## config.mk

```make
export PLATFORM = sky130hd
export DESIGN_NAME = ex_stage
export DESIGN_NICKNAME = d
export VERILOG_FILES = /design/src/rtl/ex_stage.sv
export SDC_FILE = /design/constraint.sdc
export NUM_CORES = 1
export LEC_CHECK = 0
export ABC_AREA = 1
export ABC_CLOCK_PERIOD_IN_PS = 3600
export CAP_MARGIN = 10
export CORE_ASPECT_RATIO = 1.2
export CORE_MARGIN = 1
export CORE_UTILIZATION = 35
export DETAILED_ROUTE_END_ITERATION = 8
export PLACE_DENSITY = 0.5
export SLEW_MARGIN = 10
export SYNTH_ARGS = -nofsm -noshare
export SYNTH_HDL_FRONTEND = slang
export SYNTH_SLANG_ARGS = --single-unit
```

## constraint.sdc

```tcl
create_clock -name clk -period 3.6 [get_ports clk]
set_input_delay 0.36 -clock clk [delete_from_list [all_inputs] [get_ports clk]]
set_output_delay 0.36 -clock clk [all_outputs]
set_load 0.02 [all_outputs]
```

## src/rtl/ex_stage.sv

```systemverilog
// Execute stage: unpacks the ID/EX control word, runs single-cycle ALU ops or an
// iterative shift-add multiply (stalling upstream), and registers the EX/MEM bundle.
module ex_stage #(
  parameter int XLEN      = 32,
  parameter int MUL_ITERS = 32
) (
  input  logic            clk,
  input  logic            rst,
  input  logic            in_valid,
  input  logic [9:0]      control,
  input  logic [XLEN-1:0] op_a,
  input  logic [XLEN-1:0] op_b,
  input  logic [XLEN-1:0] imm,
  input  logic [4:0]      rd,
  input  logic            flush,
  output logic            stall,
  output logic            ex_valid,
  output logic [XLEN-1:0] ex_result,
  output logic [XLEN-1:0] ex_store_data,
  output logic [4:0]      ex_rd,
  output logic            ex_memtoreg,
  output logic            ex_memread,
  output logic            ex_memwrite,
  output logic            ex_regwrite,
  output logic            ex_branch_taken
);

  localparam int CNT_W = (MUL_ITERS > 1) ? $clog2(MUL_ITERS) : 1;
  localparam logic [CNT_W-1:0] CNT_LAST = CNT_W'(MUL_ITERS - 1);

  localparam logic [3:0] ALU_AND = 4'b0000;
  localparam logic [3:0] ALU_OR  = 4'b0001;
  localparam logic [3:0] ALU_ADD = 4'b0010;
  localparam logic [3:0] ALU_XOR = 4'b0011;
  localparam logic [3:0] ALU_SLL = 4'b0100;
  localparam logic [3:0] ALU_SRL = 4'b0101;
  localparam logic [3:0] ALU_SUB = 4'b0110;
  localparam logic [3:0] ALU_SLT = 4'b0111;
  localparam logic [3:0] ALU_MUL = 4'b1000;

  typedef enum logic {S_IDLE, S_MUL} state_t;

  state_t            state_q, state_d;
  logic [3:0]        alu_ctl;
  logic [XLEN-1:0]   opb, diff, alu_result;
  logic              zero, is_mul;

  logic [CNT_W-1:0]  cnt;
  logic [XLEN-1:0]   mul_a, mul_b, mul_acc, acc_next, mul_store;
  logic [9:0]        mul_ctrl;
  logic [4:0]        mul_rd;
  logic              mul_zero;

  assign alu_ctl  = control[8:5];
  assign opb      = control[4] ? imm : op_b;
  assign diff     = op_a - opb;
  assign zero     = (diff == '0);
  assign is_mul   = in_valid && (alu_ctl == ALU_MUL);
  assign acc_next = mul_acc + (mul_b[0] ? mul_a : '0);

  // NOTE: every variable driven here gets a default first so no path can infer a latch.
  always_comb begin
    alu_result = '0;
    case (alu_ctl)
      ALU_AND: alu_result = op_a & opb;
      ALU_OR:  alu_result = op_a | opb;
      ALU_ADD: alu_result = op_a + opb;
      ALU_XOR: alu_result = op_a ^ opb;
      ALU_SLL: alu_result = op_a << opb[4:0];
      ALU_SRL: alu_result = op_a >> opb[4:0];
      ALU_SUB: alu_result = diff;
      ALU_SLT: alu_result = {{(XLEN-1){1'b0}}, ($signed(op_a) < $signed(opb))};
      default: alu_result = '0;
    endcase
  end

  always_comb begin
    state_d = state_q;
    stall   = 1'b0;
    case (state_q)
      S_IDLE: if (is_mul) begin
        state_d = S_MUL;
        stall   = 1'b1;
      end
      S_MUL: begin
        stall = (cnt != '0);
        if (cnt == '0) state_d = S_IDLE;
      end
      default: state_d = S_IDLE;
    endcase
    // A flush cancels both the stall request and any pending or running multiply.
    if (flush) begin
      state_d = S_IDLE;
      stall   = 1'b0;
    end
  end

  // NOTE: state registers use non-blocking assignments so all flops update together at the edge.
  always_ff @(posedge clk) begin
    if (rst) state_q <= S_IDLE;
    else     state_q <= state_d;
  end

  always_ff @(posedge clk) begin
    if (rst) begin
      ex_valid        <= 1'b0;
      ex_result       <= '0;
      ex_store_data   <= '0;
      ex_rd           <= '0;
      ex_memtoreg     <= 1'b0;
      ex_memread      <= 1'b0;
      ex_memwrite     <= 1'b0;
      ex_regwrite     <= 1'b0;
      ex_branch_taken <= 1'b0;
      cnt             <= '0;
      mul_a           <= '0;
      mul_b           <= '0;
      mul_acc         <= '0;
      mul_store       <= '0;
      mul_ctrl        <= '0;
      mul_rd          <= '0;
      mul_zero        <= 1'b0;
    end else if (flush) begin
      ex_valid        <= 1'b0;
      ex_memtoreg     <= 1'b0;
      ex_memread      <= 1'b0;
      ex_memwrite     <= 1'b0;
      ex_regwrite     <= 1'b0;
      ex_branch_taken <= 1'b0;
    end else begin
      case (state_q)
        S_IDLE: begin
          if (is_mul) begin
            mul_a           <= op_a;
            mul_b           <= opb;
            mul_acc         <= '0;
            cnt             <= CNT_LAST;
            mul_rd          <= rd;
            mul_ctrl        <= control;
            mul_store       <= op_b;
            mul_zero        <= zero;
            ex_valid        <= 1'b0;
            ex_memtoreg     <= 1'b0;
            ex_memread      <= 1'b0;
            ex_memwrite     <= 1'b0;
            ex_regwrite     <= 1'b0;
            ex_branch_taken <= 1'b0;
          end else begin
            ex_valid        <= in_valid;
            ex_result       <= alu_result;
            ex_store_data   <= op_b;
            ex_rd           <= rd;
            ex_memtoreg     <= in_valid & control[0];
            ex_memread      <= in_valid & control[3];
            ex_memwrite     <= in_valid & control[2];
            ex_regwrite     <= in_valid & control[9];
            ex_branch_taken <= in_valid & control[1] & zero;
          end
        end
        S_MUL: begin
          mul_acc <= acc_next;
          mul_a   <= mul_a << 1;
          mul_b   <= mul_b >> 1;
          if (cnt != '0) begin
            cnt             <= cnt - 1'b1;
            ex_valid        <= 1'b0;
            ex_memtoreg     <= 1'b0;
            ex_memread      <= 1'b0;
            ex_memwrite     <= 1'b0;
            ex_regwrite     <= 1'b0;
            ex_branch_taken <= 1'b0;
          end else begin
            ex_valid        <= 1'b1;
            ex_result       <= acc_next;
            ex_store_data   <= mul_store;
            ex_rd           <= mul_rd;
            ex_memtoreg     <= mul_ctrl[0];
            ex_memread      <= mul_ctrl[3];
            ex_memwrite     <= mul_ctrl[2];
            ex_regwrite     <= mul_ctrl[9];
            ex_branch_taken <= mul_ctrl[1] & mul_zero;
          end
        end
        default: ;
      endcase
    end
  end

endmodule

```

# After elaboration in Yosys (flattened, before gate mapping)
# Cells that the tools add are included.
# word_totals
regBits,225
inputBits,115
output_inout_bits,76
word_cells,103
# op_classes
add_sub_neg,4
order_cmp,1
eq_ne,12
n_shift,2
mux,44
n_bitwise,12
n_reduce_logical,10
# ops
cell,count
32-bit case mux with 2 select lines,5
32-bit 2-to-1 mux,9
32-bit case mux with 8 select lines,1
32-bit adder,2
32-bit AND,1
32-bit logical NOT,1
32-bit < comparator,1
32-bit OR,1
32-bit by 5-bit << shifter with 32-bit output,1
32-bit by 5-bit right shift with 32-bit output,1
32-bit subtractor,1
32-bit bitwise XOR,1
5-bit 2-to-1 mux,4
5-bit case mux with 2 select lines,2
"4-bit by 3-bit == test with 1-bit output, second input constant",4
1-bit case mux with 2 select lines,8
1-bit 2-to-1 mux,15
3-bit AND reduction,3
"4-bit by 2-bit == test with 1-bit output, second input constant",2
1-bit AND,7
"2-bit != test, second input constant",3
5-bit logical NOT,1
5-bit nonzero test,1
"5-bit by 1-bit subtractor with 5-bit output, second input constant",1
8 further kinds,9

# Depth between registers and ports, before layout
# depth
ltp_word,6
depth_mapped,26
mapped_depth_nobuf,22

# Worst setup path after synthesis
# Ideal clock, no wire load.
# synth_timing
path_type,input -> register
start,input port control[4]
end,register ex_result[13]
setup_time_ps,117
t_arrival_ps,2973
required_ps,3483
setup_slack_ps,510
cell_stages,19
path_buffers,4
path_cell_list,buf_6 inv_2 or2_1 o21ai_2 buf_2 buf_1 ha_1 buf_2 inv_1 o21ai_0 a21oi_1 o21ai_0 or2_2 nand3_1 nand2_1 nor2_1 nand2_1 a21oi_1 nor2_1
# synth_via
elab_chain_len,5
word_cells_on_any_way,11
classes_between,add/sub: 2; shift: 2; mux: 4; bitwise: 3
# synth_lines
element,line_no,rtl
start: declaration,10,"input logic [9:0] control,"
32-bit 2-to-1 mux *,55,assign opb = control[4] ? imm : op_b;
"32-bit subtractor, or another cell as far along",56,assign diff = op_a - opb;
32-bit case mux with 8 select lines *,64,case (alu_ctl)
32-bit 2-to-1 mux *,133,if (is_mul) begin
32-bit case mux with 2 select lines *,131,case (state_q)
end signal: assignment,150,ex_result <= alu_result;
end signal: assignment,174,ex_result <= acc_next;
end: declaration,18,"output logic [XLEN-1:0] ex_result,"
# Mark *: on every way between the ends. The rest lies on a longest branch, timed or not. The select of a mux whose other input is x is not followed.
# A chain may end at the register's enable or synchronous reset.

# Worst setup path after layout
# layout_timing
start,input port control[4]
end,register ex_result[12]
# The elaborated chain is that of the path after synthesis.

==> key figures <==
GRT
  – Initial antenna violation count: 1
  – Met3 usage: 3.39%
  – Global route overflow: 0
  – Global route hottest layer: met2
  – M2 GR Usage: 58.3%
  – Global-route wire length before repair: 156,000 um
  – Largest net degree at the start of global routing: 208
  – Met1 Use GR: 43.7%
  – Total track usage: 34.6%
  – Vias in the first global route: 24,800

Power and ir drop
  – Share of power burned in registers: 29.3%
  – Leak: 13.0 nW
  – Pint: 5.48 mW
  – Psw: 3.34 mW
  – Peak supply drop: 333 uV
  – Combinational Power Share: 39.1%
  – Clock Power Share: 31.6%
  – Power Density: 327 mW/mm2
  – Sw Share: 37.8%
  – Overall Power: 8.82 mW

Synthesis
  – Top_reg_cell synth: dfxtp_1
  – Sequential fraction of the synthesis area: 21.2%
  – Cells after synthesis: 3,543
  – Synth Net Count: 3,798
  – Unique masters post-synth: 49
  – Yosys warnings: 0
  – Post-synth ARST share: 0%
  – Post-synth EDFFs: 0
  – Mapped cell area: 0.0208 mm2
  – Yosys reg bits: 220
  – Synth Area per Inst: 5.86 um2

Placed design
  – Gpl congestion: 1.03
  – Dpl hpwl: 85,800 um
  – Pre-CTS setup slack: -598 ps
  – IO buf count: 190
  – Placed Cells: 4,739

Routing
  – ANT nets after route: 0
  – Iter 0 DRT Violations: 2,276
  – Drt pass-1 iters: 6
  – Vias after detailed routing: 25,900
  – Final WL: 107,000 um
  – # DRC: 0
  – Vias/cell: 5.40
  – Routed wire per std cell: 22.4 um

Timing
  – Relative slew slack: 31.7%
  – Slew of the pin with the lowest slew margin: 1020 ps
  – Final worst slack: 194 ps
  – Hold Vio Cnt, Final: 0
  – Final setup fails: 0
  – Final Skew: 24.1 ps
  – Unrepaired setup endpoints after global routing: no
  – Tmin final: 3410 ps
  – Max Slew Vio Count: 0
  – Fraction of the cycle the final worst path needs: 94.6%
  – FMAX: 294 MHz

Run
  – Max cap viols: 0

Run status
  – Status: finished, final reports clean

Worst setup path
  – WS Path Type: input pin to flop
  – Crit end category: flop
  – Worst setup SP type: input pin
  – Family with the most delay on the worst path: simple AND/OR/NAND/NOR gates
  – Worst Path Arrival: 3880 ps
  – Maximum fanout along the worst path: 11
  – Critical path cell sequence: dlymetal6s2s_1 -> clkinv_4 -> or2_2 -> o21ai_0 -> buf_4 -> ha_2 -> a21oi_1 -> buf_4 -> nor2_1 -> nor2_1 -> nand2_1 -> nand2_1 -> nand2_1 -> nor2_1 -> nor2_1 -> a21oi_1 -> nand3b_1 -> a21oi_1 -> nor2_1
  – Bufs and invs on worst path: 4
  – Crit path required time: 4070 ps
  – Crit path largest cell delay: 350 ps
  – CP dominant cell by count: nor2_1
  – FF-to-FF setup slack: 310 ps
  – Slowest cell on crit path: ha_2

Floorplan
  – Initial core utilization: 35.5%
  – Chip height: 269 um
  – Die area: 0.0604 mm2
  – Core Area: 0.0585 mm2
  – Die width: 224 um
  – Num rows: 97
  – Io pins: 191

Final layout
  – Cell Count, Final, Fillers Out: 4,786
  – Area Overhead vs Synth: 29.6%
  – Final nets: 4,232
  – Fraction of layout cells with a size suffix above 1: 14.1%
  – Fillers: 6,426
  – Multi-input logic area: 0.0139 mm2
  – Sequential cell area: 0.00441 mm2

Clocking
  – Clk sinks: 220
  – H-tree depth: 1
  – CTS Hold Bufs: 0
  – Clk Latency, worst-skew pair: 590 ps
  – CTS Buf Count: 27
  – Clk root buf: clkbuf_16
  – CTS tree: done
  – Clk buf depth: 3
  – Clk slew on worst S/H paths: 60 ps

Hold path
  – Worst Hold Class: input pin to flop
Yosys cell counts (4+ instances only):
library cell | n | area [um2]
clkbuf_1 | 91 | 342
o221ai_1 | 8 | 70.1
a31oi_1 | 107 | 669
o211ai_1 | 38 | 285
inv_1 | 396 | 1490
nand2_2 | 9 | 56.3
o21ai_1 | 71 | 355
a221oi_1 | 13 | 114
buf_4 | 9 | 67.6
nor4_1 | 6 | 37.5
ha_1 | 137 | 1710
nor3_1 | 22 | 110
inv_2 | 25 | 93.8
nor2_4 | 6 | 67.6
nand4_1 | 35 | 219
nand3_1 | 244 | 1220
buf_6 | 11 | 124
or2_1 | 5 | 31.3
o21bai_1 | 9 | 67.6
a21boi_0 | 7 | 52.6
o21ai_2 | 18 | 158
nand2_1 | 965 | 3620
nand3b_1 | 10 | 75.1
a21oi_1 | 274 | 1370
dfxtp_1 | 220 | 4400
o22ai_1 | 11 | 68.8
nor2_1 | 273 | 1020
buf_1 | 4 | 15.0
buf_2 | 77 | 385
o21ai_0 | 367 | 1840
or2_2 | 30 | 188
o21a_1 | 7 | 52.6
a21o_1 | 7 | 52.6
cell type report:
class | count | share of cell area [%]
Inverter | 423 | 5.95
Sequential cell | 220 | 16.4
Antenna cell | 2 | 0.0186
Timing Repair Buffer | 599 | 19.3
Multi-Input combinational cell | 2705 | 51.5
Tap cell | 792 | 3.68
Clock inverter | 7 | 0.413
Clock buffer | 37 | 2.80
Timing Repair inverter | 1 | 0.0186
registers in the layout (all words and copies together) (netlist names):
name	flops
cnt	5
ex_branch_taken	1
ex_memread	1
ex_memtoreg	1
ex_memwrite	1
ex_rd	5
ex_regwrite	1
ex_result	32
ex_store_data	32
ex_valid	1
mul_a	32
mul_acc	32
mul_b	32
mul_ctrl	5
mul_rd	5
mul_store	32
mul_zero	1
state_q	1
worst reg2reg max path, delay by kind of cell, from the launching register on:
family          cells  cell delay [ps]
simple gates       12             1560
flops               1              410
compound gates      2              320
fa+ha+maj           2              740
buf+inv             2              120
power groups by stage:
stage / logic, mW / clock network, mW / registers, mW
after floorplan: 1.59 / 0 / 2.69
after global placement: 3.37 / 0 / 2.63
after detailed placement: 3.37 / 0 / 2.63
after CTS: 3.38 / 2.86 / 2.58
after global routing: 3.71 / 2.93 / 2.59
final: 3.45 / 2.79 / 2.58
cell usage in the layout (no fill, tap or decap), drive strengths merged, types with 7 or more instances in the layout:
cell type / count
nor3: 25
o22ai: 11
o21bai: 9
buf: 409
o211ai: 40
dfxtp: 220
or2: 35
nand3: 244
nor2: 279
nand2: 975
nand3b: 10
ha: 137
a31oi: 107
o221ai: 8
inv: 421
clkdlybuf4s50: 189
nand4: 35
a21oi: 274
a21o: 7
a21boi: 7
o21a: 7
a221oi: 13
o21ai: 459
clkbuf: 37
cell families after synthesis:
| logic type | Yosys count | share of synthesized area [%] |
|---|---|---|
| AO/OA/AOI/OAI | 946 | 25.3 |
| XOR/XNOR | 5 | 0.211 |
| adder cells (fa/ha/maj) | 140 | 8.54 |
| buffers and inverters | 618 | 12.3 |
| flip-flops | 220 | 21.2 |
| multiplexers | 3 | 0.145 |
| AND/OR/NAND/NOR | 1611 | 32.3 |
metrics by stage:
stage | cell area (um2) | util (%) | setup TNS, ps | hold WS [ps]
after CTS | 26900 | 45.9 | 0 | 357
after global placement | 26000 | 44.4 | -11020 | 454
after floorplan | 20800 | - | 0 | 429
after detailed placement | 26000 | 44.4 | -10520 | 458
final | 26900 | 46.0 | 0 | 379
after global routing | 26900 | 46.0 | 0 | 394
worst paths after layout:
check,end,start,cells past startpoint
hold / removal,ex_memread,control[3],3
hold reg to reg,mul_b[9],mul_b[10],2
setup reg to reg,ex_result[28],mul_b[0],18
setup / recovery,ex_result[12],control[4],19
routing by layer:
metal  up-vias  wire [um]
li1      12600          -
met1     12100      44800
met2       981      50500
met3       199       5930
met4         0       6080
met5         -          0
repair_timing:
action	4_1_cts	5_1_grt
endpoints found under the hold margin	0	0
endpoints found under the setup margin	0	16
gates resized for setup	0	21
setup buffers	0	0
Note: power is estimated with default switching activity, not from simulation.
